$ cat src/rtl/cpu_pkg.sv
// Shared loader definitions: memory depth, loader FSM states, write-port bundle.
package cpu_pkg;

  localparam int ROM_SIZE = 32;

  typedef enum logic [2:0] {
    IDLE, LEN_HI, LEN_LO, DATA, FILL, DONE, ERR
  } ld_state_e;

  typedef struct packed {
    logic        we;
    logic [31:0] addr;
    logic [31:0] wdata;
  } mem_wr_t;

  // Word index to byte address.
  function automatic logic [31:0] word_to_byte_addr(input logic [29:0] idx);
    return {idx, 2'b00};
  endfunction

endpackage

$ cat src/rtl/imem_loader_byte_packer.sv
// Big-endian byte-to-word packer: first byte lands in bits 31:24.
module byte_packer (
  input  logic        clk,
  input  logic        rst_n,
  input  logic        clr,
  input  logic        in_valid,
  input  logic [7:0]  in_byte,
  output logic        word_valid,
  output logic [31:0] word
);

  logic [23:0] sh_q, sh_d;
  logic [1:0]  cnt_q, cnt_d;

  // The 4th byte completes the word directly from the input, without an extra register stage.
  assign word_valid = in_valid && (cnt_q == 2'd3);
  assign word       = {sh_q, in_byte};

  // Shift and count accepted bytes. A clear drops any partial word.
  always_comb begin
    sh_d  = sh_q;
    cnt_d = cnt_q;
    if (clr) begin
      sh_d  = '0;
      cnt_d = '0;
    end else if (in_valid) begin
      sh_d  = {sh_q[15:0], in_byte};
      cnt_d = cnt_q + 2'd1;
    end
  end

  // Packer state registers.
  always_ff @(posedge clk or negedge rst_n) begin
    if (!rst_n) begin
      sh_q  <= '0;
      cnt_q <= '0;
    end else begin
      sh_q  <= sh_d;
      cnt_q <= cnt_d;
    end
  end

endmodule

$ cat src/rtl/imem_loader.sv
// Boot loader: frames a length-prefixed byte stream into instruction-memory
// word writes, zero-fills the rest of the memory, and holds the CPU in reset meanwhile.
module imem_loader #(
  parameter int ROM_SIZE = cpu_pkg::ROM_SIZE
) (
  input  logic        clk,
  input  logic        rst_n,
  input  logic        start,
  input  logic        byte_valid,
  input  logic [7:0]  byte_data,
  output logic        mem_we,
  output logic [31:0] mem_addr,
  output logic [31:0] mem_wdata,
  output logic        cpu_hold,
  output logic        done,
  output logic        error
);
  import cpu_pkg::*;

  localparam int              IDX_W    = $clog2(ROM_SIZE) + 1;
  localparam logic [16:0]     ROM_N    = 17'(ROM_SIZE);
  localparam logic [IDX_W-1:0] LAST_IDX = IDX_W'(ROM_SIZE - 1);

  ld_state_e        state_q, state_d;
  logic [IDX_W-1:0] idx_q, idx_d;
  logic [15:0]      len_q, len_d;
  mem_wr_t          wr_q, wr_d;
  logic             hold_q, hold_d;
  logic             done_q, done_d;
  logic             err_q, err_d;

  logic        pk_clr, pk_valid, pk_word_valid;
  logic [31:0] pk_word;
  logic [15:0] len_rx;
  logic        last_word;

  // Full length as it completes with the low byte on the input.
  assign len_rx    = {len_q[15:8], byte_data};
  assign last_word = (17'(idx_q) + 17'd1) == {1'b0, len_q};

  // Packer only sees bytes in DATA, and restarts on every state change.
  assign pk_valid = byte_valid && (state_q == DATA);
  assign pk_clr   = (state_d != state_q);

  byte_packer u_packer (
    .clk        (clk),
    .rst_n      (rst_n),
    .clr        (pk_clr),
    .in_valid   (pk_valid),
    .in_byte    (byte_data),
    .word_valid (pk_word_valid),
    .word       (pk_word)
  );

  // State register.
  always_ff @(posedge clk or negedge rst_n) begin
    if (!rst_n) state_q <= IDLE;
    else        state_q <= state_d;
  end

  // Next-state logic.
  always_comb begin
    state_d = state_q;
    case (state_q)
      IDLE:   if (start) state_d = LEN_HI;
      LEN_HI: if (byte_valid) state_d = LEN_LO;
      LEN_LO: if (byte_valid) begin
                if ({1'b0, len_rx} > ROM_N) state_d = ERR;
                else if (len_rx == 16'd0)   state_d = FILL;
                else                        state_d = DATA;
              end
      DATA:   if (pk_word_valid && last_word)
                state_d = ({1'b0, len_q} == ROM_N) ? DONE : FILL;
      FILL:   if (idx_q == LAST_IDX) state_d = DONE;
      DONE:   state_d = IDLE;
      ERR:    if (start) state_d = LEN_HI;
      default: state_d = IDLE;
    endcase
  end

  // Output and datapath next values. Hold and error follow the next state so
  // they change in the cycle the state does; done trails the final write by a cycle.
  always_comb begin
    idx_d    = idx_q;
    len_d    = len_q;
    wr_d     = wr_q;
    wr_d.we  = 1'b0;
    hold_d   = (state_d != IDLE);
    done_d   = (state_q == DONE);
    err_d    = (state_d == ERR);
    case (state_q)
      LEN_HI: if (byte_valid) len_d[15:8] = byte_data;
      LEN_LO: if (byte_valid) begin
                len_d[7:0] = byte_data;
                idx_d      = '0;
              end
      DATA:   if (pk_word_valid) begin
                wr_d.we    = 1'b1;
                wr_d.addr  = word_to_byte_addr(30'(idx_q));
                wr_d.wdata = pk_word;
                idx_d      = idx_q + 1'b1;
              end
      FILL:   begin
                wr_d.we    = 1'b1;
                wr_d.addr  = word_to_byte_addr(30'(idx_q));
                wr_d.wdata = '0;
                idx_d      = idx_q + 1'b1;
              end
      default: ;
    endcase
  end

  // Datapath and output registers.
  always_ff @(posedge clk or negedge rst_n) begin
    if (!rst_n) begin
      idx_q  <= '0;
      len_q  <= '0;
      wr_q   <= '0;
      hold_q <= 1'b0;
      done_q <= 1'b0;
      err_q  <= 1'b0;
    end else begin
      idx_q  <= idx_d;
      len_q  <= len_d;
      wr_q   <= wr_d;
      hold_q <= hold_d;
      done_q <= done_d;
      err_q  <= err_d;
    end
  end

  assign mem_we    = wr_q.we;
  assign mem_addr  = wr_q.addr;
  assign mem_wdata = wr_q.wdata;
  assign cpu_hold  = hold_q;
  assign done      = done_q;
  assign error     = err_q;

endmodule
$ cat config.mk
export PLATFORM = sky130hd
export DESIGN_NAME = imem_loader
export DESIGN_NICKNAME = d
export VERILOG_FILES = /design/src/rtl/cpu_pkg.sv /design/src/rtl/imem_loader_byte_packer.sv /design/src/rtl/imem_loader.sv
export SDC_FILE = /design/constraint.sdc
export NUM_CORES = 1
export LEC_CHECK = 0
export ABC_AREA = 0
export CAP_MARGIN = 40
export CORE_MARGIN = 2
export CORE_UTILIZATION = 45
export CTS_CLUSTER_SIZE = 30
export DETAILED_ROUTE_END_ITERATION = 10
export DONT_BUFFER_PORTS = 1
export SLEW_MARGIN = 10
export SYNTH_ARGS = -nofsm -noshare
export SYNTH_HDL_FRONTEND = slang
export SYNTH_SLANG_ARGS = --single-unit
$ cat constraint.sdc
create_clock -name clk -period 4.16 [get_ports clk]
set_input_delay 0.832 -clock clk [delete_from_list [all_inputs] [get_ports clk]]
set_output_delay 0.832 -clock clk [all_outputs]
set_load 0.02 [all_outputs]
==> results of run 1 <==
-- worst max path at each step --
stage	end	slack [ns]	depth (start not counted)
2_1_floorplan	u_packer.sh_q[10]$_DFFE_PN0P_	1.67	6
3_3_place_gp	u_packer.sh_q[5]$_DFFE_PN0P_	1.24	5
3_5_place_dp	u_packer.sh_q[5]$_DFFE_PN0P_	1.50	6
4_1_cts	error$_DFF_PN0_	1.64	7
5_1_grt	error$_DFF_PN0_	1.45	7
6_report	error$_DFF_PN0_	1.63	7
-- layer usage --
metal,vias to the layer above,track usage,share of wire,routed length [um]
met3,11,0.0324,0.038,353
met1,1447,0.242,0.47,4410
met2,60,0.285,0.48,4520
li1,1432,-,-,-
met5,-,0,0,0
met4,0,0.0543,0.011,101
-- registers in the layout, indices dropped and copies added (netlist names), 2 cells and up --
| register | count |
|---|---|
| idx_q | 6 |
| len_q | 16 |
| mem_addr | 6 |
| mem_wdata | 32 |
| state_q | 3 |
| u_packer.cnt_q | 2 |
| u_packer.sh_q | 24 |
-- synthesized netlist by cell type (3+ instances only) --
cell	number
sky130_fd_sc_hd__dfrtp_1	93
sky130_fd_sc_hd__nand2_1	84
sky130_fd_sc_hd__o21ai_0	38
sky130_fd_sc_hd__buf_4	30
sky130_fd_sc_hd__mux2i_1	25
sky130_fd_sc_hd__nor4_2	20
sky130_fd_sc_hd__mux2_2	16
sky130_fd_sc_hd__clkbuf_1	13
sky130_fd_sc_hd__nand3_1	9
sky130_fd_sc_hd__nand2b_1	8
sky130_fd_sc_hd__nor4_1	8
sky130_fd_sc_hd__buf_2	6
sky130_fd_sc_hd__xor2_1	6
sky130_fd_sc_hd__nor2_1	5
sky130_fd_sc_hd__nor3_1	5
sky130_fd_sc_hd__buf_6	4
sky130_fd_sc_hd__inv_1	3
sky130_fd_sc_hd__nand4_1	3
-- kinds of logic (layout without fill, tap and decap cells) --
logic type	after synthesis	in the layout
flip-flops	93	93
buffers and inverters	57	27
multiplexers	41	41
other	1	26
AND/OR/NAND/NOR	162	162
adder cells (fa/ha/maj)	2	2
AO/OA/AOI/OAI	63	63
XOR/XNOR	8	8
-- metrics by stage --
stage | power [mW] | setup slack (ns)
after detailed placement | 2.28 | 1.50
after global placement | 2.23 | 1.24
after CTS | 2.85 | 1.64
after floorplan | 2.12 | 1.67
final | 2.81 | 1.63
after global routing | 3.00 | 1.45
-- layout make-up --
cell class,count,share of cell area
Clock buffer,10,0.0289
Clock inverter,6,0.00918
Inverter,4,0.00315
Multi-Input combinational cell,302,0.421
Sequential cell,93,0.488
Tap cell,133,0.0349
Timing Repair Buffer,7,0.0152
-- worst max-delay path, delay by kind of cell (launching register included) --
family / cells / cell delay [ns]
buffers and inverters: 1 / 0.41
AO/OA/AOI/OAI: 3 / 0.82
adder cells (fa/ha/maj): 1 / 0.33
flip-flops: 1 / 0.49
AND/OR/NAND/NOR: 2 / 0.38
-- power by group through the flow --
stage | Combinational, mW | Clock [mW] | Sequential (mW)
after floorplan | 0.717 | 0 | 1.40
after global placement | 0.729 | 0 | 1.50
after detailed placement | 0.775 | 0 | 1.51
after CTS | 0.776 | 0.584 | 1.49
after global routing | 0.855 | 0.620 | 1.52
final | 0.770 | 0.561 | 1.48
==> results.sh, run 1 <==
export IMPL_intPower_mw=1.69
export IMPL_chip_width_um=105
export IMPL_timing_final_max_slew_violations=0
export IMPL_grt_remaining_overflow=0
export IMPL_fin_clk_skew_ns=0.0180
export IMPL_ant_nets=0
export IMPL_switching_share=0.398
export IMPL_fmax_mhz=396
export IMPL_finalCoreUtilization=0.486
export IMPL_tns_ns=0
export IMPL_rr_startpoint="idx_q[0]$_DFFE_PN0P_"
export IMPL_pwr_share_comb=0.274
export IMPL_vdd_ir_drop_worst_mv=0.349
export IMPL_postCtsHoldBufs=0
export IMPL_proportion_of_layout_cells_with_a_drive_suffix_above_1=0.171
export IMPL_routedWlPerCell_um=16.9
export IMPL_drt_initial_drc_count=187
export IMPL_last_weighted_congestion_value_of_the_routability_driven_placer=0.812
export IMPL_share_of_total_power_in_sequential_cells=0.527
export IMPL_hold_violations=0
export IMPL_die_h_um=105
export IMPL_tightestPinTransition_ns=0.875
export IMPL_number_of_synthesized_flops_with_an_enable_pin=0
export IMPL_place_hpwl_mm=6.38
export IMPL_final_common_cell="sky130_fd_sc_hd__dfrtp_1"
export IMPL_multiInputGateArea_um2=2010
export IMPL_io_pins=80
export IMPL_synthCells=427
export IMPL_grt_first_pass_wirelength_mm=15.6
export IMPL_yosysTopAreaCellShare=0.508
export IMPL_cts_max_level=3
export IMPL_clkTransAtPathRegs_ns=0.10
export IMPL_fp_row_count=36
export IMPL_routed_via_density=5.32
export IMPL_run_status="finished clean"
export IMPL_post_cts_resized_instances=0
export IMPL_design_area_um2=4770
export IMPL_area_sequential_um2=2330
export IMPL_yosys_register_bits=93
export IMPL_portBuffers=0
export IMPL_via_count=2950
export IMPL_final_min_clock_period_ns=2.53
export IMPL_synthMuxAreaShare=0.0939
export IMPL_stdcell_count=555
export IMPL_syn_area_per_cell_um2=10.7
export IMPL_yosys_area_share_simple=0.209
export IMPL_cp_data_required_time_ns=4.43
export IMPL_power_frac_clock=0.199
export IMPL_first_pass_iters=4
export IMPL_postRouteWirelength_mm=9.39
export IMPL_clk_path_buf_depth=2
export IMPL_max_cap_viol_count=0
export IMPL_post_synth_num_cell_types=60
export IMPL_rsz0062_at_grt="false"
export IMPL_portion_of_the_clock_cycle_consumed_by_the_worst_path_in_the_final_layout=0.608
export IMPL_core_region_area_um2=9820
export IMPL_timing_final_setup_violations=0
export IMPL_yosys_area_share_adder=0.00546
export IMPL_asyncSetResetFlopFracSynth=1.00
export IMPL_postPlaceCellArea_um2=4590
export IMPL_cts_sinks=93
export IMPL_synth_warning_count=0
export IMPL_cts_buffers=9
export IMPL_sequential_fraction_of_the_synthesis_area=0.508
export IMPL_numPlacedInstances=539
export IMPL_antenna_found_initial=0
export IMPL_cts_tree="built"
export IMPL_worst_r2r_endpoint="error$_DFF_PN0_"
export IMPL_cts_root_buffer="sky130_fd_sc_hd__clkbuf_8"
export IMPL_track_usage=0.176
export IMPL_fin_nets=431
export IMPL_worstSetupStartpoint="idx_q[0]$_DFFE_PN0P_"
export IMPL_layout_common_cells="sky130_fd_sc_hd__dfrtp_1 (93), sky130_fd_sc_hd__nand2_1 (84), sky130_fd_sc_hd__o21ai_0 (38), sky130_fd_sc_hd__conb_1 (26), sky130_fd_sc_hd__mux2i_1 (25)"
export IMPL_slowest_delay_ns=0.49
export IMPL_via_count_of_the_first_global_routing_pass=2987
export IMPL_lkg_pwr_nw=2.19
export IMPL_syn2layout_area_growth_pct=4.07
export IMPL_fin_worst_hold_slack_ns=0.156
export IMPL_most_area_hungry_cell_type_in_the_yosys_netlist="sky130_fd_sc_hd__dfrtp_1"
export IMPL_worstSetupPathType="flop to flop"
export IMPL_synthTopCellsByArea="sky130_fd_sc_hd__dfrtp_1 (51%), sky130_fd_sc_hd__nand2_1 (6.9%), sky130_fd_sc_hd__mux2i_1 (5.5%)"
export IMPL_synth_cell_area_um2=4580
export IMPL_post_cts_setup_buffers=0
export IMPL_synth_xor_area_share=0.0153
export IMPL_hold_path_class="input port to async pin"
export IMPL_initial_core_util=0.467
export IMPL_postSynth_topFlopCell="sky130_fd_sc_hd__dfrtp_1"
export IMPL_worst_setup_path_end_kind="flop"
export IMPL_path_max_fanout=31
export IMPL_largest_family_of_logic_cells_by_synthesized_area="simple AND/OR/NAND/NOR gates"
export IMPL_startpoint_type="flop"
export IMPL_crit_path_top_delay_cell="sky130_fd_sc_hd__dfrtp_1"
export IMPL_slew_headroom=0.415
export IMPL_critPathArrivalTime_ns=2.79
export IMPL_grt_max_degree=94
export IMPL_die_area_um2=11000
export IMPL_synth_compound_area_share=0.0879
export IMPL_insertion_delay_ns=0.36
export IMPL_rrSetupSlack_ns=1.63
export IMPL_power_density_nw_per_um2=590
export IMPL_timing_critical_path_cells="ha_1 -> nand3_1 -> a311oi_1 -> nand4_1 -> a211oi_4 -> buf_4 -> o311a_1"
export IMPL_antenna_cells=0
export IMPL_r2r_cells=7
export IMPL_detail_route_drc_violations=0
export IMPL_net_switching_power_mw=1.12
export IMPL_n_fill_cell=975
Power figures use the tool's default switching activity.
==> inputs of run 2 (changes only) <==
- ABC_AREA: 0 -> 1
- clock period: 4.16 -> 2.65 ns (I/O delays scaled with it)
==> run 2 against run 1 <==
  * Via count grew 10%
  * Critical path depth up 5
  * Worst setup slack lost 1.3 ns
  * Critical path type unchanged
  * The run now ends with hold timing left
  * Clock-buffer cell count increased by 1
  * Sequential cell count unchanged
==> results.sh, run 2 <==
export IMPL_synth_compound_area_share=0.0917
export IMPL_cts_tree="built"
export IMPL_yosysTopAreaCellShare=0.512
export IMPL_synth_cell_area_um2=4540
export IMPL_vdd_ir_drop_worst_mv=0.392
export IMPL_yosys_register_bits=93
export IMPL_power_density_nw_per_um2=979
export IMPL_syn_area_per_cell_um2=8.59
export IMPL_synth_warning_count=0
export IMPL_slowest_delay_ns=0.50
export IMPL_initial_core_util=0.465
export IMPL_die_area_um2=10900
export IMPL_ant_nets=0
export IMPL_routed_via_density=4.89
export IMPL_synth_xor_area_share=0.00193
export IMPL_grt_max_degree=94
export IMPL_portion_of_the_clock_cycle_consumed_by_the_worst_path_in_the_final_layout=0.867
export IMPL_r2r_cells=12
export IMPL_post_cts_resized_instances=0
export IMPL_clkTransAtPathRegs_ns=0.09
export IMPL_place_hpwl_mm=6.59
export IMPL_cts_sinks=93
export IMPL_cts_max_level=3
export IMPL_first_pass_iters=4
export IMPL_yosys_area_share_adder=0.00551
export IMPL_final_common_cell="sky130_fd_sc_hd__nand2_1"
export IMPL_timing_critical_path_cells="ha_1 -> nand2_2 -> inv_2 -> nand2_2 -> o21ai_1 -> nand2_1 -> nor2_2 -> nand2_2 -> nand2_2 -> nand2_4 -> nor2_8 -> nor3_1"
export IMPL_largest_register_ffs=32
export IMPL_clk_path_buf_depth=2
export IMPL_via_count_of_the_first_global_routing_pass=3063
export IMPL_hold_path_class="input port to async pin"
export IMPL_syn2layout_area_growth_pct=4.05
export IMPL_tns_ns=0
export IMPL_postSynth_topFlopCell="sky130_fd_sc_hd__dfrtp_1"
export IMPL_crit_path_top_delay_cell="sky130_fd_sc_hd__dfrtp_1"
export IMPL_drt_initial_drc_count=171
export IMPL_fp_row_count=36
export IMPL_final_min_clock_period_ns=2.30
export IMPL_lkg_pwr_nw=2.38
export IMPL_cts_buffers=9
export IMPL_proportion_of_layout_cells_with_a_drive_suffix_above_1=0.113
export IMPL_largest_family_of_logic_cells_by_synthesized_area="simple AND/OR/NAND/NOR gates"
export IMPL_synth_cells_most_frequent="sky130_fd_sc_hd__nand2_1 (134), sky130_fd_sc_hd__dfrtp_1 (93), sky130_fd_sc_hd__o21ai_0 (79), sky130_fd_sc_hd__inv_1 (65), sky130_fd_sc_hd__nand3_1 (27)"
export IMPL_fmax_mhz=435
export IMPL_asyncSetResetFlopFracSynth=1.00
export IMPL_hold_violations=93
export IMPL_fin_clk_skew_ns=0.00827
export IMPL_last_weighted_congestion_value_of_the_routability_driven_placer=0.825
export IMPL_synthMuxAreaShare=0.00220
export IMPL_antenna_found_initial=0
export IMPL_timing_final_setup_violations=0
export IMPL_critPathArrivalTime_ns=2.52
export IMPL_cts_root_buffer="sky130_fd_sc_hd__clkbuf_8"
export IMPL_worstSetupPathType="flop to flop"
export IMPL_run_status="finished, violations left"
export IMPL_sequential_fraction_of_the_synthesis_area=0.512
export IMPL_worst_path_most_repeated_cell="sky130_fd_sc_hd__nand2_2"
export IMPL_post_synth_num_cell_types=31
export IMPL_insertion_delay_ns=0.36
export IMPL_most_area_hungry_cell_type_in_the_yosys_netlist="sky130_fd_sc_hd__dfrtp_1"
export IMPL_postRouteWirelength_mm=9.42
export IMPL_core_region_area_um2=9770
export IMPL_antenna_cells=0
export IMPL_die_h_um=104
export IMPL_detail_route_drc_violations=0
export IMPL_layout_common_cells="sky130_fd_sc_hd__nand2_1 (134), sky130_fd_sc_hd__dfrtp_1 (93), sky130_fd_sc_hd__o21ai_0 (79), sky130_fd_sc_hd__inv_1 (65), sky130_fd_sc_hd__nand3_1 (27)"
export IMPL_grt_first_pass_wirelength_mm=15.9
export IMPL_synthTopCellsByArea="sky130_fd_sc_hd__dfrtp_1 (51%), sky130_fd_sc_hd__nand2_1 (11%), sky130_fd_sc_hd__o21ai_0 (8.7%)"
export IMPL_timing_final_max_slew_violations=0
export IMPL_io_pins=80
export IMPL_yosys_area_share_simple=0.258
export IMPL_fin_worst_hold_slack_ns=-0.142
export IMPL_max_cap_viol_count=0
export IMPL_rsz0062_at_grt="false"
export IMPL_path_max_fanout=26
export IMPL_startpoint_type="flop"
export IMPL_routedWlPerCell_um=14.2
export IMPL_worst_setup_path_end_kind="flop"
export IMPL_via_count=3250
export IMPL_grt_remaining_overflow=0
export IMPL_cp_data_required_time_ns=2.87
export IMPL_synthMostInstantiatedCell="sky130_fd_sc_hd__nand2_1"
export IMPL_number_of_synthesized_flops_with_an_enable_pin=0
export IMPL_chip_width_um=104
export IMPL_design_power_total_mw=4.63
export IMPL_synthCells=529
export IMPL_portBuffers=0
export IMPL_violated_checks="hold timing"
export IMPL_post_cts_setup_buffers=0
export IMPL_fin_nets=542
export IMPL_track_usage=0.186
run 2: worst paths after layout:
path / startpoint / end / slack (ns)
min reg2reg: len_q[1]$_DFFE_PN0P_ / len_q[1]$_DFFE_PN0P_ / 0.51
min: rst_n / len_q[9]$_DFFE_PN0P_ / -0.14
max reg2reg: idx_q[0]$_DFFE_PN0P_ / u_packer.sh_q[3]$_DFFE_PN0P_ / 0.35
max: idx_q[0]$_DFFE_PN0P_ / u_packer.sh_q[3]$_DFFE_PN0P_ / 0.35
min in group clk: byte_data[6] / len_q[14]$_DFFE_PN0P_ / 0.29
max in group asynchronous: rst_n / idx_q[3]$_DFFE_PN0P_ / 2.68
run 2: metrics by stage:
step | hold WS (ns) | setup WS [ns] | util | instance area (um2) | cells
after floorplan | 0.234 | 0.749 | - | 4640 | 554
after global placement | 0.238 | 0.449 | 0.465 | 4540 | 650
after detailed placement | 0.237 | 0.376 | 0.465 | 4540 | 650
after CTS | -0.168 | 0.354 | 0.483 | 4730 | 665
after global routing | -0.178 | 0.102 | 0.483 | 4730 | 665
final | -0.142 | 0.352 | 0.483 | 4730 | 665
run 2: cells by family after synthesis:
group,after synthesis
flip-flops,93
multiplexers,1
buffers and inverters,115
AO/OA/AOI/OAI,83
adder cells (fa/ha/maj),2
other,1
AND/OR/NAND/NOR,233
XOR/XNOR,1
run 2: routing by layer:
metal	vias to the layer above	wire length (um)	GRT usage
met5	-	0	0
met4	0	99	0.0792
met3	6	645	0.0520
met2	93	4290	0.272
met1	1522	4380	0.258
li1	1629	-	-
run 2: power breakdown:
part	leakage, nW	internal, mW	switching, mW
clock	0.0854	0.430	0.483
combinational	1.04	0.509	1.16
sequential	1.26	1.75	0.301
total	2.38	2.69	1.94
run 2: area by class of cell:
type                       count  area, um2
tap                          133        166
sequential                    93       2330
timing repair buffer           7       52.6
inverter                      71        267
clock buffer                  11        131
fill                         955       5050
clock inverter                 4       50.0
multi-input combinational    346       1730
run 2: critical path: cells and delay by family, from the launching register on:
kind            cells  cell delay, ns
fa+ha+maj           1            0.26
simple gates        9            1.16
flops               1            0.50
buf+inv             1            0.07
compound gates      1            0.17
==> inputs of run 3 (changes only) <==
- CORE_UTILIZATION: 45 -> 48
- PLACE_DENSITY_LB_ADDON: default -> 0.3
==> run 3 against run 2 <==
  * The run still ends with hold timing left
  * Via count increased by 1.9%
  * Clock-buffer cell count fell by 1
  * Worst hold slack gained 0.00094 ns
  * Critical path depth grew 1
  * Total power is 3.2% higher
  * Core utilization increased by 3.2 points
  * Sequential share of layout area is 0.12 points lower
  * Critical path type unchanged
  * Critical endpoint is now u_packer.sh_q[2]$_DFFE_PN0P_
  * Largest power group unchanged
==> results.sh, run 3 (synthesized netlist as in run 2, its figures left out) <==
export IMPL_fin_worst_hold_slack_ns=-0.141
export IMPL_violated_checks="hold timing"
export IMPL_worstSetupPathType="flop to flop"
export IMPL_portBuffers=0
export IMPL_run_status="finished, violations left"
export IMPL_critical_path_endpoint="u_packer.sh_q[2]$_DFFE_PN0P_"
export IMPL_detail_route_drc_violations=0
export IMPL_core_region_area_um2=9200
export IMPL_antenna_cells=0
export IMPL_ant_nets=0
export IMPL_cts_max_level=3
export IMPL_cts_root_buffer="sky130_fd_sc_hd__clkbuf_8"
export IMPL_portion_of_the_clock_cycle_consumed_by_the_worst_path_in_the_final_layout=0.911
export IMPL_slowest_delay_ns=0.49
export IMPL_worstSetupStartpoint="idx_q[0]$_DFFE_PN0P_"
export IMPL_antenna_found_initial=0
export IMPL_final_min_clock_period_ns=2.41
export IMPL_cp_data_required_time_ns=2.91
export IMPL_lkg_pwr_nw=2.39
export IMPL_final_common_cell="sky130_fd_sc_hd__nand2_1"
export IMPL_rsz0062_at_grt="true"
export IMPL_cts_buffers=9
export IMPL_n_fill_cell=871
export IMPL_first_pass_iters=6
export IMPL_startpoint_type="flop"
export IMPL_fmax_mhz=414
export IMPL_max_cap_viol_count=0
export IMPL_fin_nets=540
export IMPL_design_area_um2=4740
export IMPL_rr_startpoint="idx_q[0]$_DFFE_PN0P_"
export IMPL_slew_headroom=0.622
export IMPL_critPathArrivalTime_ns=2.67
export IMPL_worst_r2r_endpoint="u_packer.sh_q[2]$_DFFE_PN0P_"
export IMPL_tightestPinTransition_ns=0.566
export IMPL_clk_path_buf_depth=2
export IMPL_power_density_nw_per_um2=1010
export IMPL_insertion_delay_ns=0.36
export IMPL_layout_common_cells="sky130_fd_sc_hd__nand2_1 (134), sky130_fd_sc_hd__dfrtp_1 (93), sky130_fd_sc_hd__o21ai_0 (79), sky130_fd_sc_hd__inv_1 (65), sky130_fd_sc_hd__nand3_1 (27)"
export IMPL_design_power_total_mw=4.78
export IMPL_timing_final_setup_violations=0
export IMPL_r2r_cells=13
export IMPL_fin_clk_skew_ns=0.0124
export IMPL_grt_max_degree=94
export IMPL_via_count_of_the_first_global_routing_pass=3119
export IMPL_routed_via_density=5.16
export IMPL_initial_core_util=0.494
export IMPL_routedWlPerCell_um=14.7
export IMPL_timing_critical_path_cells="ha_1 -> nand2_2 -> inv_2 -> nand2_2 -> nand2_1 -> nand2_1 -> nand2_1 -> nand2_1 -> nor2_1 -> nand2_2 -> nand3_2 -> nand4_4 -> nor3_1"
export IMPL_crit_path_top_delay_cell="sky130_fd_sc_hd__dfrtp_1"
export IMPL_place_hpwl_mm=6.52
export IMPL_cts_tree="built"
export IMPL_via_count=3312
export IMPL_vdd_ir_drop_worst_mv=0.621
export IMPL_proportion_of_layout_cells_with_a_drive_suffix_above_1=0.117
export IMPL_fp_row_count=35
export IMPL_worst_path_most_repeated_cell="sky130_fd_sc_hd__nand2_1"
export IMPL_tns_ns=0
export IMPL_die_area_um2=10300
export IMPL_post_cts_setup_buffers=0
export IMPL_track_usage=0.201
export IMPL_hold_path_class="input port to async pin"
export IMPL_io_pins=80
export IMPL_timing_final_max_slew_violations=0
export IMPL_rrSetupSlack_ns=0.24
export IMPL_postRouteWirelength_mm=9.41
export IMPL_clkTransAtPathRegs_ns=0.10
export IMPL_cts_sinks=93
export IMPL_hold_violations=93
export IMPL_grt_remaining_overflow=0
export IMPL_drt_initial_drc_count=202
export IMPL_worst_setup_path_end_kind="flop"
export IMPL_path_max_fanout=26
export IMPL_largest_register_ffs=32
export IMPL_die_h_um=101
export IMPL_grt_first_pass_wirelength_mm=16.0
export IMPL_last_weighted_congestion_value_of_the_routability_driven_placer=0.862
export IMPL_syn2layout_area_growth_pct=4.30
export IMPL_chip_width_um=101
export IMPL_postPlaceCellArea_um2=4500
## run 3: routing by layer
metal | vias to the layer above | wire, um | global-route usage
li1 | 1620 | - | -
met2 | 98 | 4250 | 0.305
met3 | 17 | 631 | 0.0428
met5 | - | 0 | 0
met4 | 0 | 248 | 0.0946
met1 | 1577 | 4290 | 0.278
## run 3: stage by stage
step	worst slack [ns]	utilization	instances	hold WS, ns
CTS	0.224	0.515	642	-0.161
global placement	0.398	0.490	626	0.238
finish	0.236	0.515	642	-0.141
detailed placement	0.301	0.490	626	0.237
floorplan	0.749	-	554	0.234
global route	-0.00528	0.515	642	-0.170
## run 3: worst min-delay path by stage
| stage | from | endpoint | slack, ns | cells after the start |
|---|---|---|---|---|
| 2_1_floorplan | rst_n | cpu_hold$_DFF_PN0_ | 0.23 | 0 |
| 3_3_place_gp | rst_n | len_q[8]$_DFFE_PN0P_ | 0.24 | 0 |
| 3_5_place_dp | rst_n | len_q[8]$_DFFE_PN0P_ | 0.24 | 0 |
| 4_1_cts | rst_n | mem_wdata[15]$_DFFE_PN0P_ | -0.16 | 0 |
| 5_1_grt | rst_n | mem_wdata[15]$_DFFE_PN0P_ | -0.17 | 0 |
| 6_report | rst_n | mem_wdata[16]$_DFFE_PN0P_ | -0.14 | 0 |
## run 3: report_power, final
group          switching, mW  internal, mW
Combinational           1.17         0.488
Sequential             0.300          1.75
Clock                  0.507         0.564
## run 3: cell type report
class | instances | area [um2] | area share
Multi-Input combinational cell | 346 | 1740 | 0.367
Sequential cell | 93 | 2330 | 0.491
Tap cell | 111 | 139 | 0.0293
Inverter | 71 | 267 | 0.0563
Clock inverter | 6 | 92.6 | 0.0195
Timing Repair Buffer | 5 | 37.5 | 0.00792
Clock buffer | 10 | 138 | 0.0291
## run 3: repair_timing
action,in CTS,in global routing
endpoints found under the hold margin,93,93
endpoints found under the setup margin,0,1
resized for setup,0,1
## run 3: worst max-delay path: cells and delay by family (launching register included)
family | cells | cell delay [ns]
adder cells (fa/ha/maj) | 1 | 0.26
buffers and inverters | 1 | 0.07
flip-flops | 1 | 0.49
AND/OR/NAND/NOR | 11 | 1.48
